[src/rtl/fifo_arb_pkg.sv]
// fifo_arb_pkg: shared state encoding and index-width helper for the FIFO write arbiter
package fifo_arb_pkg;

  typedef enum logic {
    ARB,
    HOLD
  } state_t;

  function automatic int idx_w(input int n);
    return (n > 1) ? $clog2(n) : 1;
  endfunction

endpackage

[src/rtl/rr_priority_picker.sv]
// rr_priority_picker: combinational first-valid search upward from a pointer, wrapping at N-1
module rr_priority_picker
  import fifo_arb_pkg::*;
#(
  parameter int N = 4,
  parameter int W = idx_w(N)
) (
  input  logic [N-1:0] valid,
  input  logic [W-1:0] ptr,
  output logic         found,
  output logic [W-1:0] idx
);

  // scan offsets from farthest to nearest so the nearest valid requester is the last one written
  always_comb begin
    found = 1'b0;
    idx   = '0;
    for (int i = N - 1; i >= 0; i--) begin
      if (valid[(int'(ptr) + i) % N]) begin
        found = 1'b1;
        idx   = W'((int'(ptr) + i) % N);
      end
    end
  end

endmodule

[src/rtl/fifo_wr_arbiter.sv]
// fifo_wr_arbiter: round-robin arbiter of NUM_REQ requesters onto one FIFO write port;
// define FIFO_WR_ARBITER_BURST_EN to let a requester keep the grant for up to MAX_BURST transfers
module fifo_wr_arbiter
  import fifo_arb_pkg::*;
#(
  parameter int NUM_REQ    = 4,
  parameter int DATA_WIDTH = 8,
  parameter int MAX_BURST  = 4
) (
  input  logic                                clk_i,
  input  logic                                arst_ni,
  input  logic [NUM_REQ-1:0][DATA_WIDTH-1:0]  req_data_i,
  input  logic [NUM_REQ-1:0]                  req_valid_i,
  output logic [NUM_REQ-1:0]                  req_ready_o,
  output logic [DATA_WIDTH-1:0]               data_out_o,
  output logic                                data_out_valid_o,
  input  logic                                data_out_ready_i,
  output logic [$clog2(NUM_REQ)-1:0]          grant_id_o
);

  localparam int IW = idx_w(NUM_REQ);

  if (NUM_REQ < 2 || NUM_REQ > 16 || MAX_BURST < 1) begin : g_bad_param
    $error("fifo_wr_arbiter: parameter out of range");
  end

  state_t          state;
  logic [IW-1:0]   rr_ptr;
  logic [IW-1:0]   hold_idx;
  logic            pick_found;
  logic [IW-1:0]   pick_idx;
  logic            gnt_valid;
  logic [IW-1:0]   gnt_idx;
  logic            xfer;
  logic [IW-1:0]   ptr_inc;

  rr_priority_picker #(
    .N (NUM_REQ),
    .W (IW)
  ) u_picker (
    .valid (req_valid_i),
    .ptr   (rr_ptr),
    .found (pick_found),
    .idx   (pick_idx)
  );

  // while holding, the grant is pinned to the latched index; reset blanks every output at once
  assign gnt_idx   = (state == HOLD) ? hold_idx : pick_idx;
  assign gnt_valid = arst_ni && ((state == HOLD) ? req_valid_i[hold_idx] : pick_found);
  assign xfer      = gnt_valid && data_out_ready_i;
  assign ptr_inc   = (gnt_idx == IW'(NUM_REQ - 1)) ? '0 : gnt_idx + 1'b1;

  assign data_out_valid_o = gnt_valid;
  assign data_out_o       = gnt_valid ? req_data_i[gnt_idx] : '0;
  assign grant_id_o       = gnt_valid ? gnt_idx : '0;
  assign req_ready_o      = xfer ? ({{(NUM_REQ-1){1'b0}}, 1'b1} << gnt_idx) : '0;

  // a stalled grant enters HOLD; HOLD persists only while that requester stays valid and unaccepted
  always_ff @(posedge clk_i or negedge arst_ni) begin
    if (!arst_ni) begin
      state    <= ARB;
      hold_idx <= '0;
    end else begin
      state    <= (gnt_valid && !data_out_ready_i) ? HOLD : ARB;
      hold_idx <= gnt_valid ? gnt_idx : hold_idx;
    end
  end

`ifdef FIFO_WR_ARBITER_BURST_EN
  localparam int CW = idx_w(MAX_BURST + 1);

  logic [CW-1:0] burst_cnt;
  logic [CW-1:0] run_len;
  logic          keep;

  // burst_cnt is only meaningful while rr_ptr still sits on the requester that earned it
  assign run_len = ((gnt_idx == rr_ptr) ? burst_cnt : '0) + 1'b1;
  assign keep    = (int'(run_len) < MAX_BURST) && req_valid_i[gnt_idx];

  // on each transfer either stay on the granted requester to extend its burst or move past it
  always_ff @(posedge clk_i or negedge arst_ni) begin
    if (!arst_ni) begin
      rr_ptr    <= '0;
      burst_cnt <= '0;
    end else if (xfer) begin
      rr_ptr    <= keep ? gnt_idx : ptr_inc;
      burst_cnt <= keep ? run_len : '0;
    end
  end
`else
  // every transfer moves priority to the requester after the one just served
  always_ff @(posedge clk_i or negedge arst_ni) begin
    if (!arst_ni) rr_ptr <= '0;
    else if (xfer) rr_ptr <= ptr_inc;
  end
`endif

endmodule
[config.mk]
export PLATFORM = sky130hd
export DESIGN_NAME = fifo_wr_arbiter
export DESIGN_NICKNAME = d
export VERILOG_FILES = /design/src/rtl/fifo_arb_pkg.sv /design/src/rtl/rr_priority_picker.sv /design/src/rtl/fifo_wr_arbiter.sv
export SDC_FILE = /design/constraint.sdc
export NUM_CORES = 1
export LEC_CHECK = 0
export ABC_AREA = 1
export CORE_MARGIN = 4
export CORE_UTILIZATION = 42
export CTS_CLUSTER_DIAMETER = 150
export DETAILED_ROUTE_END_ITERATION = 8
export GPL_TIMING_DRIVEN = 0
export HOLD_SLACK_MARGIN = 0.06
export PLACE_DENSITY = 0.95
export RECOVER_POWER = 50
export SETUP_SLACK_MARGIN = 0.4
export SYNTH_ARGS = -nofsm -noshare
export SYNTH_HDL_FRONTEND = slang
export SYNTH_SLANG_ARGS = --single-unit
export TNS_END_PERCENT = 30
[constraint.sdc]
create_clock -name clk_i -period 5.1 [get_ports clk_i]
set_clock_uncertainty 0.15 [all_clocks]
set_input_delay 1.02 -clock clk_i [delete_from_list [all_inputs] [get_ports clk_i]]
set_output_delay 1.02 -clock clk_i [all_outputs]
set_load 0.01 [all_outputs]
* After elaboration in Yosys (flattened, before gate mapping)
Index checks and enable logic that the tools add are counted.
Storage, ports and cells: bits in registers 5, input bits 39, output and inout bits 15, word-level logic and storage cells 55
Cells by class: $add $sub $neg 4, order comparisons 6, eq/ne operators 1, shifts and indexed selects 1, muxes and demuxes 30, bitwise gates (word level) 3, reductions and logical operators 7
Operators by type and width (number):
- 8-bit binary-select mux with 2-bit select | 1
- 8-bit two-way mux | 2
- 1-bit two-way mux | 14
- 2-bit two-way mux | 7
- 3-bit by 4-bit < comparator with 1-bit output, second input constant | 3
- 1-bit binary-select mux with 2-bit select | 5
- 2-bit by 3-bit < comparator with 1-bit output, second input constant | 3
- 2-bit OR reduction | 3
- 2-bit by 1-bit adder with 2-bit output, second input constant | 2
- 2-bit adder, second input constant | 2
- 4-bit two-way mux | 1
- 1-bit by 2-bit << shifter with 4-bit output, first input constant | 1
- 1-bit AND, first input constant | 3
- 1-bit logical AND | 3
- 2-bit equality test, second input constant | 1
- 1-bit logical NOT | 1

* Depth between registers and ports, before layout
Gate-level depths: netlist of run 1.
depth after elaboration 14, depth in mapped cells 17, mapped depth without buffers 15

* By module
A second synthesis of run 1 with hierarchy kept.
Unflattened totals: cells, all modules 196, area, all modules 1112.3 µm²
Modules (own cells, without submodules):
- fifo_wr_arbiter | instances 1, cells an instance 150, area each 899.6 µm², sequential area each 125.1 µm²
- rr_priority_picker | instances 1, cells an instance 46, area each 212.7 µm², sequential area each 0.0 µm²

* Least setup slack after synthesis of run 1
Ideal clock, no wire load.
path type input port to output port, from input port req_valid_i[1], to output port req_ready_o[3], arrival 2.181 ns, required time 3.930 ns, slack 1.749 ns, stages on the path 14, path buffers 1, cells stage by stage inv_1 > nand2_1 > nand3_1 > nand2_1 > nand3_2 > nand2_1 > nand2_1 > nand3_2 > nand2_4 > buf_6 > inv_1 > ha_1 > inv_1 > nor2_1
On the way: elaborated cells between the ends (all ways) 27, classes of those cells 1 x shift; 24 x mux; 2 x reduce/logical
RTL lines:
- start, declared | RTL line fifo_wr_arbiter.sv:13 | input logic [NUM_REQ-1:0] req_valid_i,
- 1-bit binary-select mux with 2-bit select | RTL line rr_priority_picker.sv:19 | if (valid[(int'(ptr) + i) % N]) begin
- 1-bit two-way mux (implied by the code) (2 in series) | RTL line rr_priority_picker.sv:19
- 2-bit two-way mux (3 in series) | RTL line rr_priority_picker.sv:19
- 2-bit two-way mux (*) | RTL line rr_priority_picker.sv:19
- 2-bit two-way mux (*) | RTL line fifo_wr_arbiter.sv:48 | assign gnt_idx = (state == HOLD) ? hold_idx : pick_idx;
- net gnt_idx[0] | RTL line fifo_wr_arbiter.sv:33 | logic [IW-1:0] gnt_idx;
- 1-bit by 2-bit << shifter with 4-bit output (*) | RTL line fifo_wr_arbiter.sv:56 | assign req_ready_o = xfer ? ({{(NUM_REQ-1){1'b0}}, 1'b1} << gnt_idx) : '0;
- 4-bit two-way mux (*) | RTL line fifo_wr_arbiter.sv:56
- end, declared | RTL line fifo_wr_arbiter.sv:14 | output logic [NUM_REQ-1:0] req_ready_o,
The timed path passes the listed nets; every way through them passes the cells marked *. The select of a mux whose other input is x is not followed.

* Final worst setup path of run 1
from input port req_valid_i[3], to output port data_out_valid_o
On the way: longest elaborated chain between the ends 9, elaborated cells between the ends (all ways) 19, classes of those cells 18 x mux; 1 x reduce/logical
RTL lines:
- 1-bit binary-select mux with 2-bit select | RTL line rr_priority_picker.sv:19
- 1-bit two-way mux (implied by the code) (2 in series) | RTL line rr_priority_picker.sv:19
- 1-bit two-way mux (4 in series) | RTL line rr_priority_picker.sv:19
- 1-bit two-way mux (*) | RTL line fifo_wr_arbiter.sv:49 | assign gnt_valid = arst_ni && ((state == HOLD) ? req_valid_i[hold_idx] : pick_found);
- 1-bit logical AND (*) | RTL line fifo_wr_arbiter.sv:49
- end, declared | RTL line fifo_wr_arbiter.sv:16 | output logic data_out_valid_o,
Mark *: on every way between the ends. The rest lies on a longest branch, timed or not. The select of a mux whose other input is x is not followed.

==> impl_metrics.tcl, run 1 <==
set metrics [dict create \
    routed_wl_um 2850 \
    yosys-top-cells-count "38 x nand2_1, 36 x inv_1, 24 x nand3_1" \
    overflow 0 \
    crit_required_ps 3930 \
    synth_compound_area_frac 0.155 \
    cts_made_buffers 3 \
    grt_pass1_vias 1162 \
    yosysTopAreaCellShare 0.148 \
    tightestPinTransition_ps 584 \
    slew_headroom 0.611 \
    synth_top_family_by_area "simple AND/OR/NAND/NOR gates" \
    critical_path.max_fanout 10 \
    peakVddDrop_uv 317 \
    power_leakage_nw 0.810 \
    synth_cell_types 28 \
    area_growth_pct 60.4 \
    cts_max_path_buffers 2 \
    num_rows 17 \
    syn_avg_cell_area_um2 5.75 \
    vias 1230 \
    setup-tns-final_ps 0 \
    pin_count 54 \
    synthAdderAreaFrac 0.0518 \
    slew_viol_final 0 \
    synth_mux_area_frac 0 \
    reg2reg_slack_ps 2790 \
    placed_area_um2 1530 \
    p_int_mw 0.410 \
    die_h_um 56.0 \
    worstSetupEndpointType "output pin" \
    cts_sinks 5 \
    min_period_over_period 0.903 \
    path_class "primary input to output pin" \
    synth_cells 168 \
    cts_tree "yes" \
    p_per_area_nw_per_um2 557 \
    drc_errors 0 \
    crit_arrival_ps 3440 \
    yosysWarnings 0 \
    drtIter0Drc 42 \
    synthesis.area_um2 966 \
    portBuffers 53 \
    setup-violations-final 0 \
    critPathLaunch "req_valid_i[3]" \
    yosys-top-cells-area "nand2_1 15%, inv_1 14%, dfrtp_1 13%, nand3_1 12%, ha_1 5.2%" \
    globalplace.congestion 0.840 \
    synth_nets 211 \
    synth_ff_type "dfrtp_1" \
    die_area_um2 3130 \
    p_switching_mw 0.453 \
    antenna_cells 0 \
    min_path_cells 2 \
    cts.clk_slew.worst_paths_ps 40 \
    fp.coreArea_um2 2190 \
    worstRegToRegCells 13 \
    switching_share 0.525 \
    grt_first_pass_wirelength_um 4850 \
    synthXorXnorAreaFrac 0 \
    die_x_um 56.0 \
    finalNetCount 269 \
    fin_area_um2 1550 \
    synth_simple_gate_area_frac 0.449 \
    final.min_clock_period_ps 4610 \
    synth_async_sr_flop_share 1.00 \
    seqPwrFrac 0.081 \
    synth.largest_area_cell "nand2_1" \
    synth_edf_count 0 \
    ctsRootBufferMaster "clkbuf_4" \
    antenna_found_initial 0 \
    postCtsHoldBufs 0 \
    drtPass1Iterations 4 \
    grt_max_degree 12 \
    grt_use_total 0.187 \
    max_freq_mhz 217 \
    critPathLaunchType "primary input" \
    initial_core_util 0.441 \
    synth.most_common_cell "nand2_1" \
    h-tree-depth 1 \
    combPwrFrac 0.865 \
    place_hpwl_um 2270 \
    drv_cap 0 \
    drt-wirelength-per-cell_um 11.2 \
    synth-seq-area-share 0.130 \
    viasPerCell 4.86 \
    finalHoldViolations 0 \
    yosys_register_bits 5 \
    status "complete, no violations" \
    worst_r2r_endpoint "rr_ptr[1]$_DFFE_PN0P_" \
    drive_above_1_share 0.107 \
    hold_class "flop to flop" \
    r2r_start "rr_ptr[0]$_DFFE_PN0P_" \
    rsz0062_at_grt "yes" \
    clk-insertion-delay-late_ps 240 \
    cp-endpoint "data_out_valid_o" \
    pwr-share-clk 0.054 \
    ant_nets 0 \
]
==> state kept, by name, indices dropped and copies added (netlist names) <==
signal / count
state: 1
hold_idx: 2
rr_ptr: 2
==> cell type report <==
class | instances | area (µm²)
clock buffer | 4 | 26.3
tap | 28 | 35.0
sequential | 5 | 125
inverter | 41 | 156
buffer | 6 | 46.3
fill | 201 | 642
multi-input combinational | 116 | 627
timing repair buffer | 53 | 533
==> metal layers <==
metal	global-route usage	part of all wire	up-vias	wire (µm)
met5	0	0	-	0
met4	0.0678	0.021	0	59
met3	0.0534	0.083	10	237
met2	0.338	0.51	50	1450
met1	0.208	0.39	535	1100
li1	-	-	635	-
==> worst min-delay path by stage <==
stage / end / start
after floorplan: hold_idx[1]$_DFFE_PN0P_ / hold_idx[1]$_DFFE_PN0P_
after global placement: hold_idx[1]$_DFFE_PN0P_ / hold_idx[1]$_DFFE_PN0P_
after detailed placement: hold_idx[1]$_DFFE_PN0P_ / hold_idx[1]$_DFFE_PN0P_
after CTS: hold_idx[1]$_DFFE_PN0P_ / hold_idx[1]$_DFFE_PN0P_
after global routing: hold_idx[1]$_DFFE_PN0P_ / hold_idx[1]$_DFFE_PN0P_
final: hold_idx[1]$_DFFE_PN0P_ / hold_idx[1]$_DFFE_PN0P_
==> repair_timing <==
item	CTS	global route
setup endpoints to repair	0	2
resized for setup	0	1
buffers inserted	0	0
==> cell families (layout without fill, tap and decap cells) <==
| kind of cell | Yosys count | in the layout |
|---|---|---|
| flops | 5 | 5 |
| compound gates | 22 | 22 |
| simple gates | 90 | 90 |
| fa+ha+maj | 4 | 4 |
| buf+inv | 47 | 104 |
==> per-stage QoR <==
step	cells	setup WS, ps	util	total power, mW	hold slack, ps
2_1_floorplan	168	1750	-	0.573	378
3_3_place_gp	249	650	0.699	0.802	408
3_5_place_dp	249	591	0.699	0.823	424
4_1_cts	253	583	0.711	0.880	433
5_1_grt	253	218	0.707	0.962	470
6_report	253	494	0.707	0.863	440
==> cell usage in the layout (no fill, tap or decap), drive strengths merged <==
cell type      netlist  final
inv                 41     41
o211ai               5      5
o221ai               1      1
or2                  1      1
clkdlybuf4s50        0     50
dfrtp                5      5
nand2               43     43
a21boi               1      1
nor2                15     15
ha                   4      4
buf                  6      5
nand3               26     26
dlymetal6s2s         0      1
o21bai               2      2
clkbuf               0      5
a31oi                1      1
dlygate4sd3          0      2
o21ai                7      7
nand3b               5      5
a21oi                5      5
==> power by group through the flow <==
stage          logic (mW)  registers, mW  clock network, mW
3_5_place_dp        0.753         0.0699                  0
6_report            0.747         0.0698             0.0465
5_1_grt             0.839         0.0714             0.0515
3_3_place_gp        0.733         0.0693                  0
4_1_cts             0.763         0.0697             0.0477
2_1_floorplan       0.506         0.0673                  0
==> worst max-delay path: stages <==
cell	delay, ps
clkdlybuf4s50_1	430
inv_1	100
nand2_1	80
nand3_1	100
nand2_1	90
nor2_1	90
nand3_1	80
nand3_1	130
clkbuf_1	480
inv_1	180
dlygate4sd3_1	650
No activity file was read; power rests on OpenSTA's default activity.
==> run 2, diff against run 1 <==
SETUP_SLACK_MARGIN = 0.5   (was 0.4)
==> impl_metrics.tcl, run 2 (synthesized netlist as in run 1, its figures left out) <==
set metrics [dict create \
    grt_max_degree 12 \
    h-tree-depth 1 \
    drt-wirelength-per-cell_um 11.3 \
    worstSetupEndpointType "output pin" \
    cts_made_buffers 3 \
    cp_top_family "buffers and inverters" \
    die_h_um 56.0 \
    drtIter0Drc 34 \
    antenna_cells 0 \
    slew_viol_final 0 \
    switching_share 0.527 \
    cp.buffers_inverters 5 \
    portBuffers 53 \
    timing.critical_path.mode_cell "nand3_1" \
    ctsRootBufferMaster "clkbuf_4" \
    worstRegToRegCells 13 \
    pin_count 54 \
    p_switching_mw 0.454 \
    cts.clk_slew.worst_paths_ps 40 \
    slew_headroom 0.610 \
    drv_cap 0 \
    seqPwrFrac 0.081 \
    crit_required_ps 3930 \
    pwr-share-clk 0.054 \
    utilization 0.709 \
    p_per_area_nw_per_um2 555 \
    cts_sinks 5 \
    globalplace.congestion 0.840 \
    min_path_cells 2 \
    top_regs "hold_idx x2, rr_ptr x2, state x1" \
    antenna_found_initial 0 \
    place_hpwl_um 2270 \
    fp.coreArea_um2 2190 \
    p_int_mw 0.408 \
    area_growth_pct 60.9 \
    cts_max_path_buffers 2 \
    ctsResizeCount 0 \
    final_cell_mix "48 x clkdlybuf4s50_1, 39 x nand2_1, 36 x inv_1, 24 x nand3_1, 11 x nor2_1" \
    cp_slowest_stage_delay_ps 650 \
    overflow 0 \
    initial_core_util 0.441 \
    power_leakage_nw 0.842 \
    finalHoldViolations 0 \
    crit_chain "clkdlybuf4s50_1 -> inv_1 -> nand2_1 -> nand3_1 -> nand2_1 -> nor2_1 -> nand3_1 -> nand3_1 -> clkbuf_1 -> inv_1 -> dlygate4sd3_1" \
    die_x_um 56.0 \
    cts_tree "yes" \
    grt_use_total 0.187 \
    drtPass1Iterations 4 \
    ant_nets 0 \
    min_period_over_period 0.904 \
    tightestPinTransition_ps 586 \
    die_area_um2 3130 \
    setup-tns-final_ps 0 \
    slowest_stage "dlygate4sd3_1" \
    worst-path-stages 11 \
    postCtsSetupBuffers 0 \
    vias 1233 \
    final.min_clock_period_ps 4610 \
    grt_pass1_vias 1162 \
    critical_path.max_fanout 10 \
    postCtsHoldBufs 0 \
    clk-insertion-delay-late_ps 240 \
    final_common_cell "clkdlybuf4s50_1" \
    status "complete, no violations" \
    viasPerCell 4.87 \
    hold_class "flop to flop" \
    critPathLaunchType "primary input" \
    path_class "primary input to output pin" \
    finalNetCount 269 \
    num_rows 17 \
    drive_above_1_share 0.107 \
    crit_arrival_ps 3440 \
    rsz0062_at_grt "yes" \
    setup-violations-final 0 \
    routed_wl_um 2860 \
    drc_errors 0 \
    combPwrFrac 0.865 \
    grt_first_pass_wirelength_um 4850 \
    peakVddDrop_uv 318 \
    max_freq_mhz 217 \
]
[run 2: cell count changes in the layout (fill, tap and decap cells not counted)]
cell and delta:
dlymetal6s2s_1 +2, clkdlybuf4s50_1 -2
[run 2: layout make-up]
cell class	instances	area [µm²]
plain buffers	6	46.3
fillers	199	637
well taps	28	35.0
inverters	41	156
flip-flops and latches	5	125
repair buffers	53	538
clock buffers	4	26.3
multi-input cells	116	627
[run 2: metrics by stage]
| step | hold WS (ps) | setup WS (ps) | instances | area (µm²) | power [mW] |
|---|---|---|---|---|---|
| 3_3_place_gp | 408 | 650 | 249 | 1530 | 0.802 |
| 6_report | 440 | 492 | 253 | 1550 | 0.862 |
| 2_1_floorplan | 378 | 1750 | 168 | 966 | 0.573 |
| 5_1_grt | 470 | 289 | 253 | 1550 | 0.960 |
| 4_1_cts | 433 | 583 | 253 | 1560 | 0.880 |
| 3_5_place_dp | 424 | 591 | 249 | 1530 | 0.823 |
[run 2: worst reg2reg max path, cell delays in order, from the launching register on]
cell and delay, ps:
dfrtp_1 370, buf_6 140, o21ai_1 210, nand2_1 120, nand3_2 100, nand2_1 50, nand2_1 60, nand3_2 60
nand2_1 250, buf_6 190, inv_1 70, ha_1 290, nand2_1 60, o21ai_0 70
[run 2: power groups by stage]
stage	clock network, mW	logic (mW)	registers, mW
2_1_floorplan	0	0.506	0.0673
3_3_place_gp	0	0.733	0.0693
3_5_place_dp	0	0.753	0.0699
4_1_cts	0.0477	0.763	0.0697
5_1_grt	0.0515	0.837	0.0714
6_report	0.0467	0.745	0.0698
[run 2: worst paths after layout]
path,endpoint,slack [ps],startpoint
hold reg to reg,hold_idx[1]$_DFFE_PN0P_,440,hold_idx[1]$_DFFE_PN0P_
setup reg to reg,rr_ptr[1]$_DFFE_PN0P_,2790,rr_ptr[0]$_DFFE_PN0P_
setup / recovery,data_out_valid_o,490,req_valid_i[3]
max in group asynchronous,hold_idx[0]$_DFFE_PN0P_,3640,arst_ni
min in group asynchronous,rr_ptr[1]$_DFFE_PN0P_,940,arst_ni
hold / removal,hold_idx[1]$_DFFE_PN0P_,440,hold_idx[1]$_DFFE_PN0P_
[run 2: metal layers]
layer	global-route usage	vias up	part of all wire	routed length (µm)
li1	-	635	-	-
met1	0.208	538	0.39	1110
met2	0.338	50	0.51	1450
met3	0.0534	10	0.083	238
met4	0.0678	0	0.021	60
met5	0	-	0	0
